### src/rtl/game_pkg.sv
// Shared screen geometry, position width and game state encoding for the
// obstacle spawner and its slots.
package game_pkg;

  localparam int POS_W = 10;

  localparam logic [POS_W-1:0] VBP       = 10'd31;
  localparam logic [POS_W-1:0] VFP       = 10'd511;
  localparam logic [POS_W-1:0] HBP       = 10'd295;
  localparam logic [POS_W-1:0] LANE_STEP = 10'd120;

  typedef enum logic [1:0] {
    IDLE = 2'd0,
    RUN  = 2'd1,
    OVER = 2'd2
  } state_t;

endpackage

### src/rtl/obstacle_slot.sv
// One falling obstacle: load on spawn, advance per frame, retire past the
// bottom of the active area, and report a per-slot player overlap term.
module obstacle_slot
  import game_pkg::*;
#(
  parameter int OBJ_H       = 32,
  parameter int PLAYER_VPOS = 447
) (
  input  logic             clk,
  input  logic             rst,
  input  logic             clr,
  input  logic             adv,
  input  logic             load,
  input  logic [POS_W-1:0] load_hpos,
  input  logic [3:0]       speed,
  input  logic [POS_W-1:0] player_hpos,
  output logic             active,
  output logic [POS_W-1:0] hpos,
  output logic [POS_W-1:0] vpos,
  output logic             retire,
  output logic             hit
);

  localparam logic [POS_W:0] OBJ_H_W  = (POS_W+1)'(OBJ_H);
  localparam logic [POS_W:0] PLAYER_W = (POS_W+1)'(PLAYER_VPOS);

  logic [POS_W:0] vpos_next;

  // Sums are one bit wider than a position so nothing wraps near the bottom.
  assign vpos_next = {1'b0, vpos} + {{(POS_W-3){1'b0}}, speed};
  assign retire    = active && adv && (vpos_next >= {1'b0, VFP});
  assign hit       = active && (hpos == player_hpos) &&
                     (({1'b0, vpos} + OBJ_H_W) > PLAYER_W);

  always_ff @(posedge clk) begin
    if (!rst || clr || retire) begin
      active <= 1'b0;
      hpos   <= '0;
      vpos   <= '0;
    end else if (load) begin
      active <= 1'b1;
      hpos   <= load_hpos;
      vpos   <= VBP;
    end else if (adv && active) begin
      vpos <= vpos_next[POS_W-1:0];
    end
  end

endmodule

### src/rtl/obstacle_spawner.sv
// Spawns, advances and retires falling obstacles and detects player hits.
// Optional macro OBSTACLE_SPEEDUP_EN: fall speed grows by 1 every 8 spawns.
module obstacle_spawner
  import game_pkg::*;
#(
  parameter int NSLOT        = 4,
  parameter int SPAWN_FRAMES = 30,
  parameter int BASE_SPEED   = 2,
  parameter int OBJ_H        = 32,
  parameter int PLAYER_VPOS  = 447
) (
  input  logic                   clk,
  input  logic                   rst,
  input  logic                   start,
  input  logic                   frame_tick,
  input  logic [POS_W-1:0]       rand_hpos,
  input  logic [POS_W-1:0]       player_hpos,
  output logic [NSLOT-1:0]       obj_active,
  output logic [NSLOT*POS_W-1:0] obj_hpos,
  output logic [NSLOT*POS_W-1:0] obj_vpos,
  output logic [15:0]            score,
  output logic [7:0]             dropped,
  output logic                   running,
  output logic                   game_over
);

  localparam int CNT_W = (SPAWN_FRAMES > 1) ? $clog2(SPAWN_FRAMES) : 1;
  localparam logic [CNT_W-1:0] CNT_RELOAD = CNT_W'(SPAWN_FRAMES - 1);

  state_t           state;
  logic [CNT_W-1:0] spawn_cnt;
  logic             hit_q;
  logic             enter_run;
  logic             adv;
  logic             spawn_try;
  logic             any_free;
  logic [3:0]       speed;
  logic [NSLOT-1:0] load_vec;
  logic [NSLOT-1:0] retire_vec;
  logic [NSLOT-1:0] hit_vec;
  logic [16:0]      retire_cnt;
  logic [16:0]      score_sum;

  assign enter_run = start && (state != RUN);
  assign adv       = (state == RUN) && frame_tick;
  assign spawn_try = adv && (spawn_cnt == '0);
  assign any_free  = |(~obj_active);

  // Free mask is taken before this tick's retirements land.
  always_comb begin
    load_vec = '0;
    for (int i = NSLOT - 1; i >= 0; i--) begin
      if (spawn_try && !obj_active[i]) begin
        load_vec    = '0;
        load_vec[i] = 1'b1;
      end
    end
  end

  always_comb begin
    retire_cnt = '0;
    for (int i = 0; i < NSLOT; i++) begin
      retire_cnt = retire_cnt + 17'(retire_vec[i]);
    end
    score_sum = {1'b0, score} + retire_cnt;
  end

`ifdef OBSTACLE_SPEEDUP_EN
  logic [2:0] spawn_ok_cnt;

  always_ff @(posedge clk) begin
    if (!rst || enter_run) begin
      spawn_ok_cnt <= '0;
      speed        <= 4'(BASE_SPEED);
    end else if (spawn_try && any_free) begin
      spawn_ok_cnt <= spawn_ok_cnt + 3'd1;
      if (spawn_ok_cnt == 3'd7 && speed != 4'd15) speed <= speed + 4'd1;
    end
  end
`else
  assign speed = 4'(BASE_SPEED);
`endif

  for (genvar i = 0; i < NSLOT; i++) begin : g_slot
    obstacle_slot #(
      .OBJ_H      (OBJ_H),
      .PLAYER_VPOS(PLAYER_VPOS)
    ) u_slot (
      .clk        (clk),
      .rst        (rst),
      .clr        (enter_run),
      .adv        (adv),
      .load       (load_vec[i]),
      .load_hpos  (rand_hpos),
      .speed      (speed),
      .player_hpos(player_hpos),
      .active     (obj_active[i]),
      .hpos       (obj_hpos[i*POS_W +: POS_W]),
      .vpos       (obj_vpos[i*POS_W +: POS_W]),
      .retire     (retire_vec[i]),
      .hit        (hit_vec[i])
    );
  end

  always_ff @(posedge clk) begin
    if (!rst) begin
      state     <= IDLE;
      spawn_cnt <= '0;
      hit_q     <= 1'b0;
      score     <= '0;
      dropped   <= '0;
      running   <= 1'b0;
      game_over <= 1'b0;
    end else if (enter_run) begin
      state     <= RUN;
      spawn_cnt <= CNT_RELOAD;
      hit_q     <= 1'b0;
      score     <= '0;
      dropped   <= '0;
      running   <= 1'b1;
      game_over <= 1'b0;
    end else if (state == RUN) begin
      hit_q <= |hit_vec;
      if (hit_q) begin
        state     <= OVER;
        running   <= 1'b0;
        game_over <= 1'b1;
      end
      if (adv) begin
        spawn_cnt <= (spawn_cnt == '0) ? CNT_RELOAD : spawn_cnt - CNT_W'(1);
        score     <= score_sum[16] ? 16'hFFFF : score_sum[15:0];
        if (spawn_try && !any_free && dropped != 8'hFF) dropped <= dropped + 8'd1;
      end
    end
  end

endmodule

### config.mk
export PLATFORM = sky130hd
export DESIGN_NAME = obstacle_spawner
export DESIGN_NICKNAME = d
export VERILOG_FILES = /design/src/rtl/game_pkg.sv /design/src/rtl/obstacle_slot.sv /design/src/rtl/obstacle_spawner.sv
export SDC_FILE = /design/constraint.sdc
export NUM_CORES = 1
export LEC_CHECK = 0
export BUFFER_PORTS_ARGS = -buffer_cell sky130_fd_sc_hd__buf_2
export CAP_MARGIN = 10
export CELL_PAD_IN_SITES_DETAIL_PLACEMENT = 1
export CELL_PAD_IN_SITES_GLOBAL_PLACEMENT = 2
export CORE_ASPECT_RATIO = 0.6
export CORE_MARGIN = 5
export CORE_UTILIZATION = 34
export DETAILED_ROUTE_END_ITERATION = 12
export PLACE_DENSITY = 0.94
export RECOVER_POWER = 100
export SLEW_MARGIN = 5
export SYNTH_ARGS = -nofsm -noshare
export SYNTH_HDL_FRONTEND = slang
export SYNTH_SLANG_ARGS = --single-unit
### constraint.sdc
create_clock -name clk -period 7 [get_ports clk]
set_input_delay 1.4 -clock clk [delete_from_list [all_inputs] [get_ports clk]]
set_output_delay 1.4 -clock clk [all_outputs]
set_load 0.1 [all_outputs]
==> results of run 1 <==
## where the power goes
| group | switching [mW] | internal, mW | leakage (nW) |
|---|---|---|---|
| sequential | 0.00858 | 0.666 | 0.936 |
| clock | 0.327 | 0.677 | 0.327 |
| combinational | 0.0740 | 0.0263 | 1.19 |
## path summary, 6_finish.rpt
kind	endpoint
min reg2reg	g_slot[3].u_slot.hpos[4]$_SDFFE_PP0P_
max	score[15]$_SDFFE_PP0P_
min	g_slot[3].u_slot.hpos[4]$_SDFFE_PP0P_
max reg2reg	score[15]$_SDFFE_PP0P_
## through the flow
step           hold WS, ns  util [%]  instance area (um^2)
6_report            0.4826     41.46                  7491
5_1_grt             0.5134     41.46                  7491
4_1_cts             0.4848     42.42                  7664
3_5_place_dp        0.4769     38.70                  6992
3_3_place_gp        0.4700     38.70                  6992
2_1_floorplan       0.4311         -                  6243
## area by class of cell
cell class	count	area share, %
multi-input cells	567	47.49
flip-flops and latches	116	31.00
inverters	26	1.303
repair buffers	137	7.232
well taps	240	4.009
clock inverters	13	3.057
clock buffers	19	5.913
## sequential cells by signal, summed over array words and instances (netlist names)
| register | flops |
|---|---|
| hit_q | 1 |
| score | 16 |
| g_slot.u_slot.active | 4 |
| state | 2 |
| dropped | 8 |
| spawn_cnt | 5 |
| g_slot.u_slot.hpos | 40 |
| g_slot.u_slot.vpos | 40 |
## worst max-delay path: cells and delay by family
family | cells | cell delay (ns)
AOI/OAI and AO/OA | 1 | 0.07
buffers and inverters | 3 | 0.99
adders and majority gates | 3 | 1.44
and+or+nand+nor | 5 | 1.35
## cells by family (layout without fill, tap and decap cells)
logic type / count (synthesis) / after routing / synth area share (%)
adder cells (fa/ha/maj): 22 / 22 / 4.770
multiplexers: 22 / 22 / 3.527
AO/OA/AOI/OAI: 115 / 115 / 11.20
buffers and inverters: 75 / 195 / 5.611
XOR/XNOR: 92 / 92 / 12.91
flip-flops: 116 / 116 / 37.19
AND/OR/NAND/NOR: 316 / 316 / 24.79
## per-layer routing
metal	up-vias	global-route usage, %	share of wire (%)
met5	-	0	0
met3	19	4.616	5.9
li1	2820	-	-
met4	0	4.790	0.87
met1	2890	29.85	51
met2	150	28.60	43
## placed cells by master (no fill, tap or decap), drive strengths merged, types with 2 or more instances in the layout
cell type,netlist,layout
clkbuf,22,136
nand3,29,29
nand2,84,84
o21ai,9,9
inv,26,27
and2,6,6
mux2i,22,22
nor4,6,6
buf,27,20
o2111a,3,3
and4,2,2
nor4b,2,2
nand2b,7,7
dfxtp,116,116
a221oi,3,3
o31ai,2,2
nor3b,2,2
and4b,2,2
o2111ai,4,4
xor2,35,35
a31oi,14,14
or3,6,6
o21bai,2,2
and3,12,12
a211oi,4,4
a21oi,63,63
nor3,42,42
nor2b,2,2
ha,19,19
nor2,89,89
and3b,2,2
nand4,18,18
bufinv,0,6
fa,3,3
xnor2,57,57
clkinv,0,5
==> out/metrics.yaml, run 1 <==
fin_crit_sh_pct: 71.73
die_y_um: 115.0
r2r-start: "g_slot[2].u_slot.vpos[1]$_SDFFE_PP0P_"
synth_commonest_cells: "dfxtp_1, nor2_1, nand2_1, a21oi_1, xnor2_1"
fill_cells: 2224
yosysSeqAreaShare_pct: 37.19
grt_pass1_wl_mm: 32.95
leakage_nw: 2.457
n_antenna_cell: 0
drv_slew: 17
fin_nets: 911
first_pass_iters: 4
max_cap_viol_count: 1
syn-cell-area_um2: 6243
first_iter_violations: 414
cts_tree: "done"
worst-r2r-cell-count: 14
syn_avg_cell_area_um2: 8.237
fin_crit_ns: 5.021
grt_pass1_vias: 5719
final_antenna_net_count: 0
seq_area_um2: 2322
grt_max_degree: 27
syn_inst: 758
outcome: "finished with violations"
cp_data_required_time_ns: 7.24
crit_type: "in2reg"
numCtsBuffers: 17
synthesis.nets: 804
rsz0062_at_grt: "false"
fin_tns_setup_ns: 0
drc_errors: 0
die_w_um: 184.9
wire_per_inst_um: 18.74
crit_fanout: 21
vias_per_cell: 5.258
min_from: "g_slot[3].u_slot.hpos[4]$_SDFFE_PP0P_"
clock_path_buffers: 2
cpPeakStageDelay_ns: 0.81
setup_viol: 0
num_vias: 5879
fin_cells: 1118
start_util_pct: 34.56
cp-startpoint: "frame_tick"
io_buffers: 133
place.gp.congestion: 0.8602
area_delta_synth_final_pct: 19.98
antenna_found_initial: 0
postCtsHoldBufs: 0
yosysUniqueCellTypes: 61
grt_usage_pct: 19.84
multi_input_comb_area_um2: 3557
cts.sinks: 116
async_flop_share_pct: 0
ys_top_cells_by_area: "dfxtp_1, xnor2_1, nor2_1"
max_slew_margin_pct: -6.724
reg2reg_setup_slack_ns: 2.35
synth_edf_count: 0
yosysTopAreaCell: "dfxtp_1"
grt-ovfl-total: 0
p_per_area_nw_per_um2: 237.5
place_hpwl_mm: 15.52
violations: "capacitance limit, slew limit"
ys_seq_elements: 116
post_cts_buffers: 0
end_kind: "flip-flop"
min_path_type: "reg2reg"
drt_wl_total_mm: 20.95
drive_above_1_share_pct: 6.606
root_buffer: "clkbuf_16"
arrival_ns: 5.26
slowest_stage: "clkbuf_1"
crit_top_cell: "fa_1"
start_kind: "input port"
synth_flop_cell: "dfxtp_1"
finClkSkew_ns: 0.01493
clkLatencyLatePin_ns: 0.42
clkTransAtPathRegs_ns: 0.05
fin_ws_ns: 1.979
cts_max_level: 4
io_pins: 134
synth.top_cell.area_share_pct: 37.19
worstMarginPinSlew_ns: 1.595
placed_cells: 1086
path_cells: "clkbuf_1 -> and3b_1 -> clkbuf_1 -> nand3_1 -> fa_1 -> inv_1 -> fa_1 -> fa_1 -> nand3_1 -> or3_1 -> and4_1 -> a211oi_1"
holdPathStages: 2
synth_most_common_cell: "dfxtp_1"
ir_drop_mv: 0.1659
fmax_mhz: 199.2
hold_viol: 0
pre_cts_ws_ns: 2.352
p_total_mw: 1.779
yosys_warnings: 0
post_cts_resize_count: 0
rows: 38
core-area_um2: 18070
die-area_um2: 21260
Note: power is estimated with default switching activity, not from simulation.
==> inputs of run 2 (changes only) <==
--- a/config.mk
+++ b/config.mk
@@ -11,9 +11,9 @@
 export CELL_PAD_IN_SITES_GLOBAL_PLACEMENT = 2
 export CORE_ASPECT_RATIO = 0.6
 export CORE_MARGIN = 5
-export CORE_UTILIZATION = 34
+export CORE_UTILIZATION = 32
 export DETAILED_ROUTE_END_ITERATION = 12
-export PLACE_DENSITY = 0.94
+export PLACE_DENSITY = 0.89
 export RECOVER_POWER = 100
 export SLEW_MARGIN = 5
 export SYNTH_ARGS = -nofsm -noshare
==> constraint.sdc (replaced) <==
create_clock -name clk -period 5 [get_ports clk]
set_input_delay 1 -clock clk [delete_from_list [all_inputs] [get_ports clk]]
set_output_delay 1 -clock clk [all_outputs]
set_load 0.1 [all_outputs]
==> out/metrics.yaml, run 2 (synthesis results as in run 1) <==
post_cts_resize_count: 0  # unchanged
leakage_nw: 2.455  # was 2.457 nW
fin_crit_ns: 4.543
max_slew_margin_pct: -6.837  # was -6.724%
antenna_found_initial: 0  # unchanged
n_antenna_cell: 0  # unchanged
max_cap_viol_count: 1  # unchanged
outcome: "finished with violations"  # unchanged
io_pins: 134  # unchanged
crit_type: "in2reg"  # unchanged
drive_above_1_share_pct: 6.940  # was 6.606%
numCtsBuffers: 17  # unchanged
rows: 39  # was 38
hold_viol: 0  # unchanged
place_hpwl_mm: 15.40  # was 15.52 mm
grt_max_degree: 27  # unchanged
grt-ovfl-total: 0  # unchanged
grt_pass1_vias: 5718  # was 5,719
drt_wl_total_mm: 20.85  # was 20.95 mm
clock_path_buffers: 2  # unchanged
clkTransAtPathRegs_ns: 0.05  # about the same
p_per_area_nw_per_um2: 322.2  # was 237.5 nW/um^2
layout_common_cells: "clkbuf_1, dfxtp_1, nor2_1, nand2_1, a21oi_1"  # unchanged
fin_crit_sh_pct: 90.87
arrival_ns: 4.78  # was 5.26 ns
place.gp.congestion: 0.8715  # was 0.8602
vias_per_cell: 4.997  # was 5.258
fin_tns_setup_ns: 0  # unchanged
end_kind: "flip-flop"  # unchanged
cts.sinks: 116  # unchanged
holdWs_ns: 0.4850  # was 0.4826 ns
ir_drop_mv: 0.2087  # was 0.1659 mV
grt_usage_pct: 18.38  # was 19.84%
start_util_pct: 32.72  # was 34.56%
first_pass_iters: 5  # was 4
design_area_um2: 7508  # was 7491 um^2
drv_slew: 17  # unchanged
place_area_um2: 7032  # was 6992 um^2
min_path_type: "reg2reg"  # unchanged
cp_data_required_time_ns: 5.23  # was 7.24 ns
fin_util_pct: 39.35  # was 41.46%
io_buffers: 133  # unchanged
cts_tree: "done"  # unchanged
clkLatencyLatePin_ns: 0.41  # was 0.42 ns
p_total_mw: 2.419  # was 1.779 mW
finClkSkew_ns: 0.006401  # was 0.01493 ns
worstMarginPinSlew_ns: 1.597  # was 1.595 ns
postCtsHoldBufs: 0  # unchanged
post_cts_buffers: 0  # unchanged
rsz0062_at_grt: "false"  # unchanged
crit_fanout: 21  # unchanged
setup_viol: 0  # unchanged
fmax_mhz: 220.1
final_antenna_net_count: 0  # unchanged
drc_errors: 0  # unchanged
start_kind: "input port"  # unchanged
largestRegisters: "g_slot.u_slot.hpos: 40 flops, g_slot.u_slot.vpos: 40 flops, score: 16 flops"  # unchanged
die_w_um: 190.3  # was 184.9 um
first_iter_violations: 316  # was 414
cts_max_level: 4  # unchanged
die-area_um2: 22500  # was 21,260 um^2
wire_per_inst_um: 18.21  # was 18.74 um
area_delta_synth_final_pct: 20.26  # was 19.98%
grt_pass1_wl_mm: 32.86  # was 32.95 mm
num_vias: 5721  # was 5,879
root_buffer: "clkbuf_16"  # unchanged
core-area_um2: 19080  # was 18,070 um^2
final_common_cell: "clkbuf_1"  # unchanged
fin_nets: 912  # was 911
violations: "capacitance limit, slew limit"  # unchanged
die_y_um: 118.2  # was 115.0 um
fill_cells: 2364  # was 2,224
==> run 2: area by class of cell <==
class                           count  area [um^2]  share of cell area [%]
Clock buffer                       23        498.0                   6.632
Timing Repair Buffer              138        548.0                   7.299
Inverter                           26        97.59                   1.300
Clock inverter                      9        147.6                   1.966
Tap cell                          266        332.8                   4.433
Sequential cell                   116         2322                   30.93
Multi-Input combinational cell    567         3562                   47.44
==> run 2: final timing paths <==
path | from | to | slack, ns | depth (start not counted)
worst max-delay path | frame_tick | score[15]$_SDFFE_PP0P_ | 0.46 | 12
worst min-delay path | g_slot[3].u_slot.hpos[4]$_SDFFE_PP0P_ | g_slot[3].u_slot.hpos[4]$_SDFFE_PP0P_ | 0.49 | 2
worst max register to register | g_slot[2].u_slot.vpos[2]$_SDFFE_PP0P_ | score[15]$_SDFFE_PP0P_ | 0.46 | 14
worst min register to register | g_slot[3].u_slot.hpos[4]$_SDFFE_PP0P_ | g_slot[3].u_slot.hpos[4]$_SDFFE_PP0P_ | 0.49 | 2
==> run 2: power breakdown <==
group | switching (mW) | leakage, nW | internal [mW]
sequential | 0.0121 | 0.936 | 0.932
combinational | 0.102 | 1.20 | 0.0374
clock | 0.438 | 0.319 | 0.897
total | 0.552 | 2.45 | 1.87
==> run 2: stage by stage <==
step | std cells | setup slack [ns]
after global routing | 1145 | 0.1690
after detailed placement | 1113 | 0.6417
after global placement | 1113 | 0.7397
final | 1145 | 0.4566
after floorplan | 758 | 0.6092
after CTS | 1145 | 0.6345
==> run 2: critical path, cell delays in order <==
cell      delay, ns
clkbuf_1       0.10
and3b_1        0.18
clkbuf_1       0.82
nand3_1        0.20
fa_1           0.53
inv_1          0.05
fa_1           0.46
fa_1           0.46
nand3_2        0.16
or3_1          0.47
and4_1         0.27
a211oi_1       0.07
==> run 2: layer usage <==
metal | GRT usage, % | share of wire [%]
met4 | 3.229 | 0.21
met3 | 5.274 | 4.8
met5 | 0 | 0
met2 | 26.78 | 43
met1 | 27.27 | 52
